## config.mk

```make
export PLATFORM = sky130hd
export DESIGN_NAME = prod_accum
export DESIGN_NICKNAME = d
export VERILOG_FILES = /design/src/rtl/prod_accum_pkg.sv /design/src/rtl/prod_accum_frame_cnt.sv /design/src/rtl/prod_accum.sv
export SDC_FILE = /design/constraint.sdc
export NUM_CORES = 1
export LEC_CHECK = 0
export CAP_MARGIN = 20
export CORE_ASPECT_RATIO = 1.4
export CORE_MARGIN = 5
export CORE_UTILIZATION = 58
export CTS_CLUSTER_DIAMETER = 100
export CTS_CLUSTER_SIZE = 16
export DETAILED_ROUTE_END_ITERATION = 12
export DONT_BUFFER_PORTS = 1
export GPL_ROUTABILITY_DRIVEN = 0
export PLACE_DENSITY_LB_ADDON = 0.2
export RECOVER_POWER = 50
export SETUP_SLACK_MARGIN = 0.05
export SKIP_CTS_REPAIR_TIMING = 1
export SLEW_MARGIN = 40
export SYNTH_ARGS = -nofsm -noshare
export SYNTH_HDL_FRONTEND = slang
export SYNTH_SLANG_ARGS = --single-unit
```

## constraint.sdc

```tcl
create_clock -name clk -period 5.7 [get_ports clk]
set_input_delay 1.71 -clock clk [delete_from_list [all_inputs] [get_ports clk]]
set_output_delay 1.71 -clock clk [all_outputs]
set_load 0.03 [all_outputs]
```

## src/rtl/prod_accum_pkg.sv

```systemverilog
// prod_accum_pkg
//   Shared defaults and helpers for the product accumulator slice.
//   - P_SIZE_DEF : default operand width of the upstream multiplier stage
//                  (each product it emits is 2*P_SIZE_DEF bits wide).
//   - P_LEN_DEF  : default number of valid samples per frame.
//   - clog2()    : constant ceil(log2) helper, used to size the frame
//                  counter and the accumulator headroom bits.
package prod_accum_pkg;

    localparam int P_SIZE_DEF = 12;
    localparam int P_LEN_DEF  = 16;

    // Ceiling log2 for elaboration-time sizing. clog2(1) = 0.
    function automatic int clog2(input int value);
        int res;
        int v;
        res = 0;
        v   = value - 1;
        while (v > 0) begin
            res = res + 1;
            v   = v >> 1;
        end
        return res;
    endfunction

endpackage

```

## src/rtl/prod_accum_frame_cnt.sv

```systemverilog
// frame_cnt
//   Counts accepted samples within a frame of p_len samples and flags the
//   final slot of the frame.
// Ports:
//   clk  in  1      rising-edge clock
//   rst  in  1      asynchronous active-high reset, count returns to 0
//   inc  in  1      a sample is accepted this cycle
//   clr  in  1      synchronous restart, has priority over inc
//   cnt  out CNT_W  samples accumulated so far in the current frame
//   last out 1      cnt is at p_len-1, the next accepted sample ends the frame
module frame_cnt
    import prod_accum_pkg::*;
#(
    parameter  int p_len = P_LEN_DEF,
    localparam int CNT_W = clog2(p_len)
) (
    input  logic             clk,
    input  logic             rst,
    input  logic             inc,
    input  logic             clr,
    output logic [CNT_W-1:0] cnt,
    output logic             last
);

    localparam logic [CNT_W-1:0] LAST_IDX = CNT_W'(p_len - 1);

    logic [CNT_W-1:0] cnt_d;
    logic [CNT_W-1:0] cnt_q;

    always_comb begin
        cnt_d = cnt_q;
        if (clr) begin
            cnt_d = '0;
        end else if (inc) begin
            // Wrap at the frame boundary rather than at 2**CNT_W, since
            // p_len need not be a power of two.
            if (cnt_q == LAST_IDX) begin
                cnt_d = '0;
            end else begin
                cnt_d = cnt_q + CNT_W'(1);
            end
        end
    end

    always_ff @(posedge clk or posedge rst) begin
        if (rst) begin
            cnt_q <= '0;
        end else begin
            cnt_q <= cnt_d;
        end
    end

    assign cnt  = cnt_q;
    assign last = (cnt_q == LAST_IDX);

endmodule

```

## src/rtl/prod_accum.sv

```systemverilog
// prod_accum
//   Accumulates two unsigned product streams over frames of p_len valid
//   samples and hands both frame sums to a downstream consumer through a
//   one-entry output register. Accumulation of the next frame continues
//   while the consumer stalls; a frame that completes while the output
//   register is still occupied and stalled is dropped and flagged.
// Ports:
//   clk        in  1        rising-edge clock
//   rst        in  1        asynchronous active-high reset
//   i_param    in  2*p_size channel 0 product (unsigned)
//   i_param_2  in  2*p_size channel 1 product (unsigned)
//   i_dv       in  1        input sample valid, no upstream backpressure
//   clr        in  1        synchronous frame restart, clears o_ovf
//   o_sum      out ACC_W    channel 0 frame sum
//   o_sum_2    out ACC_W    channel 1 frame sum
//   o_valid    out 1        sums valid
//   i_ready    in  1        downstream accepts sums
//   o_ovf      out 1        sticky: a completed frame was dropped
//   o_cnt      out CNT_W    samples accumulated in the current frame
//
// Output handshake: a transfer happens on every rising edge where
// o_valid && i_ready. While o_valid is high and i_ready is low, o_sum and
// o_sum_2 hold. o_valid only falls after a transfer that is not matched by
// a new frame completing on the same edge.
module prod_accum
    import prod_accum_pkg::*;
#(
    parameter  int p_size = P_SIZE_DEF,
    parameter  int p_len  = P_LEN_DEF,
    localparam int IN_W   = 2 * p_size,
    localparam int CNT_W  = clog2(p_len),
    localparam int ACC_W  = IN_W + CNT_W
) (
    input  logic             clk,
    input  logic             rst,
    input  logic [IN_W-1:0]  i_param,
    input  logic [IN_W-1:0]  i_param_2,
    input  logic             i_dv,
    input  logic             clr,
    output logic [ACC_W-1:0] o_sum,
    output logic [ACC_W-1:0] o_sum_2,
    output logic             o_valid,
    input  logic             i_ready,
    output logic             o_ovf,
    output logic [CNT_W-1:0] o_cnt
);

    // ------------------------------------------------------------------
    // Frame position
    // ------------------------------------------------------------------
    logic [CNT_W-1:0] cnt;
    logic             last;

    frame_cnt #(
        .p_len (p_len)
    ) u_frame_cnt (
        .clk  (clk),
        .rst  (rst),
        .inc  (i_dv),
        .clr  (clr),
        .cnt  (cnt),
        .last (last)
    );

    // ------------------------------------------------------------------
    // State
    // ------------------------------------------------------------------
    logic [ACC_W-1:0] acc0_d,  acc0_q;
    logic [ACC_W-1:0] acc1_d,  acc1_q;
    logic [ACC_W-1:0] sum0_d,  sum0_q;
    logic [ACC_W-1:0] sum1_d,  sum1_q;
    logic             valid_d, valid_q;
    logic             ovf_d,   ovf_q;

    // Running totals including the current sample; these are the final
    // sums when the current sample is the last one of the frame.
    logic [ACC_W-1:0] next0;
    logic [ACC_W-1:0] next1;
    logic             frame_done;
    logic             xfer;

    always_comb begin
        next0      = acc0_q + ACC_W'(i_param);
        next1      = acc1_q + ACC_W'(i_param_2);
        frame_done = i_dv && !clr && last;
        xfer       = valid_q && i_ready;
    end

    // ------------------------------------------------------------------
    // Accumulators
    // ------------------------------------------------------------------
    always_comb begin
        acc0_d = acc0_q;
        acc1_d = acc1_q;
        if (clr) begin
            // A sample arriving with clr is discarded.
            acc0_d = '0;
            acc1_d = '0;
        end else if (i_dv) begin
            if (last) begin
                // Final sums leave through the output register; the
                // accumulators start the next frame from zero.
                acc0_d = '0;
                acc1_d = '0;
            end else begin
                acc0_d = next0;
                acc1_d = next1;
            end
        end
    end

    // ------------------------------------------------------------------
    // Output register and overflow flag
    // ------------------------------------------------------------------
    always_comb begin
        sum0_d  = sum0_q;
        sum1_d  = sum1_q;
        valid_d = valid_q;
        ovf_d   = ovf_q;

        if (xfer) begin
            // Sum registers keep their last value after a transfer.
            valid_d = 1'b0;
        end

        if (frame_done) begin
            // The register is free if empty or being emptied on this edge.
            if (!valid_q || i_ready) begin
                sum0_d  = next0;
                sum1_d  = next1;
                valid_d = 1'b1;
            end else begin
                ovf_d = 1'b1;
            end
        end

        // clr restarts the frame and the overflow history, but any pending
        // sums are still delivered.
        if (clr) begin
            ovf_d = 1'b0;
        end
    end

    always_ff @(posedge clk or posedge rst) begin
        if (rst) begin
            acc0_q  <= '0;
            acc1_q  <= '0;
            sum0_q  <= '0;
            sum1_q  <= '0;
            valid_q <= 1'b0;
            ovf_q   <= 1'b0;
        end else begin
            acc0_q  <= acc0_d;
            acc1_q  <= acc1_d;
            sum0_q  <= sum0_d;
            sum1_q  <= sum1_d;
            valid_q <= valid_d;
            ovf_q   <= ovf_d;
        end
    end

    assign o_sum   = sum0_q;
    assign o_sum_2 = sum1_q;
    assign o_valid = valid_q;
    assign o_ovf   = ovf_q;
    assign o_cnt   = cnt;

endmodule
```

# Word-level counts from Yosys, hierarchy flattened
# Index checks and enable logic that the tools add are counted.
word_totals:
  regBits: 118
  inputBits: 53
  output_inout_bits: 62
  elab_cells: 37
classes:
  addsub: 3
  n_eq_ne: 2
  muxes: 15
  reduce_logical: 10
ops:
  columns: ["cell", "n"]
  rows:
  - ["$mux 28", 6]
  - ["$add 28x24->28", 2]
  - ["$mux 4", 3]
  - ["$mux 1", 6]
  - ["$add 4x1->4 const B", 1]
  - ["$eq 4x4->1 const B", 1]
  - ["$reduce_and 2->1", 2]
  - ["$reduce_bool 2->1", 2]
  - ["$logic_and 1x1->1", 3]
  - ["$logic_not 1->1", 2]
  - ["$ne 2x2->1 const B", 1]
  - ["$logic_or 1x1->1", 1]

# Logic depth before layout (Yosys ltp)
logic_depth:
  word_depth: 5
  mapped_depth: 11
  depth_no_buf: 11

# Hierarchy
# Synthesis repeated with hierarchy kept, for this count alone.
unflattened:
  cells_unflattened: 702
  area_unflattened_um2: 6906.6
modules_own_cells:
  columns: ["mod", "n_inst", "cells_each", "area_each_um2", "seq_area_each_um2"]
  rows:
  - ["prod_accum", 1, 681, 6696.4, 2852.7]
  - ["frame_cnt", 1, 21, 210.2, 100.1]

# Worst setup path before layout
# Ideal clock, no wire load.
synth_timing:
  path_kind: "in2reg"
  start: "input i_param[0]"
  end: "register acc0_q[26]"
  setup_ps: 69
  t_arrival_ps: 3817
  required_time_ps: 5631
  slack_ps: 1813
  cell_stages: 11
  path_buffers: 0
  path_cell_list: "ha_1 inv_1 fa_1 nor2b_1 o31a_2 o21ai_1 nand3_2 a311oi_2 o31a_2 or4_1 nand3_1"
synth_via:
  elab_chain_cells: 4
synth_lines:
  columns: ["element", "line_no", "text"]
  rows:
  - ["start, declared", "prod_accum.sv:36", "input logic [IN_W-1:0] i_param,"]
  - ["$add 28x24->28", "prod_accum.sv:83", "next0 = acc0_q + ACC_W'(i_param);"]
  - ["$mux 28", "prod_accum.sv:100", "if (last) begin"]
  - ["$mux 28", "prod_accum.sv:99", "end else if (i_dv) begin"]
  - ["$mux 28", "prod_accum.sv:95", "if (clr) begin"]
  - ["end signal, assigned", "prod_accum.sv:146", "acc0_q <= '0;"]
  - ["end signal, assigned", "prod_accum.sv:153", "acc0_q <= acc0_d;"]
  - ["end, declared", "prod_accum.sv:68", "logic [ACC_W-1:0] acc0_d, acc0_q;"]
# No other way between the ends. The select of a mux whose other input is x is not followed.
# A chain may end at the register's enable or synchronous reset.

# Final worst setup path
layout_timing:
  start: "input i_param_2[0]"
  end: "register acc1_q[26]"
layout_via:
  elab_chain_cells: 4
layout_lines:
  columns: ["element", "line_no", "text"]
  rows:
  - ["start, declared", "prod_accum.sv:37", "input logic [IN_W-1:0] i_param_2,"]
  - ["$add 28x24->28", "prod_accum.sv:84", "next1 = acc1_q + ACC_W'(i_param_2);"]
  - ["$mux 28", "prod_accum.sv:100", null]
  - ["$mux 28", "prod_accum.sv:99", null]
  - ["$mux 28", "prod_accum.sv:95", null]
  - ["end signal, assigned", "prod_accum.sv:147", "acc1_q <= '0;"]
  - ["end signal, assigned", "prod_accum.sv:154", "acc1_q <= acc1_d;"]
  - ["end, declared", "prod_accum.sv:69", "logic [ACC_W-1:0] acc1_d, acc1_q;"]
# No other way between the ends. The select of a mux whose other input is x is not followed.

==> flow_summary.json <==
{
  "status": "complete, but fails checks",
  "failed_checks": "max-capacitance violations, max-slew violations",
  "port-buffer-count": 0,
  "cp.arrival_ps": 4150,
  "async_flop_share_pct": 100.0,
  "syn_avg_cell_area_um2": 9.444,
  "die_w_um": 103.1,
  "placedCellCount": 864,
  "peakVddDrop_uv": 216.1,
  "diodes": 0,
  "clk_pin_slew_ps": 50,
  "skew_ps": 7.052,
  "wl_um": 17170,
  "hpwl_um": 12040,
  "fmax_mhz": 261.6,
  "maxSlewViolCount": 39,
  "multi_input_area_um2": 3906,
  "dieArea_um2": 14460,
  "yosys-top-cells-area": "dfrtp_1 (42%), ha_1 (8.7%), nand2_1 (6.9%)",
  "clock_latency_ps": 410,
  "power.leakage_nw": 3.936,
  "worstHoldPathType": "register to register",
  "clockBufferDepth": 2,
  "grt_overflow_total": 0,
  "max_cap_viol_count": 1,
  "synth_fp_nets": 849,
  "register_area_um2": 2953,
  "core_um2": 11880,
  "power_density_nw_per_um2": 362.5,
  "synth_area_leader_cell": "dfrtp_1",
  "ant_nets": 0,
  "synth_cell_types": 62,
  "slew_headroom_pct": -26.18,
  "wl_per_cell_um": 19.16,
  "htreeDepth": 4,
  "fin_setup_tns_ps": 0,
  "grt_pass1_vias": 5780,
  "worst_pin_slew_ps": 1893,
  "root_buffer": "clkbuf_16",
  "synthTopCellsByCount": "nand2_1 (129), dfrtp_1 (118), ha_1 (49)",
  "syn_inst": 745,
  "grt_antenna_before_repair": 0,
  "synth_warnings": 0,
  "grtUsageTotal_pct": 24.24,
  "hold_viol": 0,
  "fill_cells": 926,
  "setup_violations": 0,
  "endpoint_kind": "register",
  "grt_start_max_net_pins": 81,
  "numCtsBuffers": 17,
  "critPathLaunchType": "input pin",
  "rows": 47,
  "cts_tree": "yes",
  "nNetsFinal": 840,
  "area_growth_pct": 11.17,
  "vias": 5588,
  "synth_area_um2": 7035,
  "timing.final.crit_share_pct": 67.06,
  "worstPathRequired_ps": 6030,
  "ys_ff_latch": 118,
  "synth_most_common_cell": "nand2_1",
  "first_pass_iters": 4,
  "synth_seq_area_share_pct": 41.97,
  "synth_edf_count": 0,
  "drc": 0,
  "io_pins": 115,
  "instances_no_fill": 896,
  "worst-setup-path-type": "input pin to register",
  "regToRegSetupSlack_ps": 2810,
  "die_h_um": 140.3,
  "drive_above_1_share_pct": 8.812,
  "period_needed_ps": 3823,
  "cp_max_fo": 5,
  "drt_iter0_drc": 238,
  "rsz0062_at_grt": "false",
  "ys.flop_type": "dfrtp_1",
  "initial_utilization_pct": 59.23,
  "cts_sinks": 118,
  "grt_pass1_wl_um": 27960,
  "avgViaCountPerCell": 6.237,
  "synth_top_area_share_pct": 41.97
}
cells by family after synthesis:
logic type / Yosys count / synth area share [%]
xor+xnor: 44 / 5.478
buf+inv: 53 / 2.863
simple gates: 233 / 14.83
compound gates: 228 / 22.67
fa+ha+maj: 51 / 9.283
mux: 18 / 2.899
flops: 118 / 41.97
per-layer routing:
layer / GRT usage, % / up-vias / part of all wire [%] / wire length [um]
met2: 43.19 / 193 / 53 / 9048
li1: - / 2685 / - / -
met1: 27.25 / 2677 / 38 / 6558
met4: 8.663 / 0 / 2.1 / 368
met5: 0 / - / 0 / 0
met3: 6.368 / 33 / 7.0 / 1194
power breakdown:
| group | switching (W) | internal [W] |
|---|---|---|
| logic | 0.000416 | 0.000286 |
| registers | 0.0000484 | 0.000898 |
| clock network | 0.000373 | 0.000814 |
critical path: stages:
cell       delay (ps)
ha_1              160
inv_1              60
fa_1              400
nor2b_1           170
o31a_1            200
o21ai_0           140
o2bb2ai_1         280
a31oi_2           220
o31a_1            380
or3_1             350
o21ai_0            80
stage by stage:
| step | setup slack, ps | cell area (um2) | hold WS (ps) | utilization [%] | total power [W] |
|---|---|---|---|---|---|
| CTS | 1922 | 7826 | 494.8 | 65.88 | 0.002840 |
| global route | 1690 | 7821 | 513.1 | 65.84 | 0.002968 |
| floorplan | 860.9 | 7036 | 453.8 | - | 0.001508 |
| detailed placement | 1521 | 7162 | 482.4 | 60.29 | 0.001645 |
| global placement | 1613 | 7152 | 466.5 | 60.21 | 0.001621 |
| finish | 1877 | 7821 | 487.1 | 65.84 | 0.002835 |
path summary, 6_finish.rpt:
check | from | endpoint | cells after the start
max | i_param_2[0] | acc1_q[26] | 11
min | acc0_q[18] | acc0_q[18] | 2
max reg2reg | acc1_q[0] | acc1_q[26] | 11
min reg2reg | acc0_q[18] | acc0_q[18] | 2
max in group asynchronous | rst | o_sum_2[19] | 2
min in group asynchronous | rst | acc0_q[0] | 2
cells in the final DEF (no fill, tap or decap), drive strengths merged, types with 3 or more instances in the layout:
cell	synthesis	final
a211oi	4	4
a21o	27	27
a21oi	47	47
a22o	41	41
a31oi	12	12
a41oi	3	3
and2	4	4
and3	10	10
buf	5	4
bufinv	0	4
clkbuf	28	27
clkinvlp	0	3
dfrtp	118	118
ha	49	49
inv	20	19
mux2	16	16
nand2	129	129
nand2b	5	5
nand3	22	22
nand4	11	11
nor2	30	30
nor2b	8	8
nor3	4	4
o211ai	6	6
o21a	9	9
o21ai	48	48
o22ai	4	4
o31a	5	5
or3	4	4
or4	3	3
xnor2	27	27
xor2	17	17
flip-flops by register name (all words and copies together), names as in the netlist:
register         flops
o_valid              1
u_frame_cnt.cnt      4
acc1_q              28
o_sum               28
acc0_q              28
o_ovf                1
o_sum_2             28
final cells by class:
| cell class | count | area share [%] |
|---|---|---|
| inverter | 20 | 0.9758 |
| multi-input combinational | 574 | 49.94 |
| clock buffer | 26 | 6.767 |
| tap | 147 | 2.352 |
| sequential | 118 | 37.75 |
| clock inverter | 6 | 1.728 |
| timing repair buffer | 5 | 0.4799 |
Power figures use the tool's default switching activity.
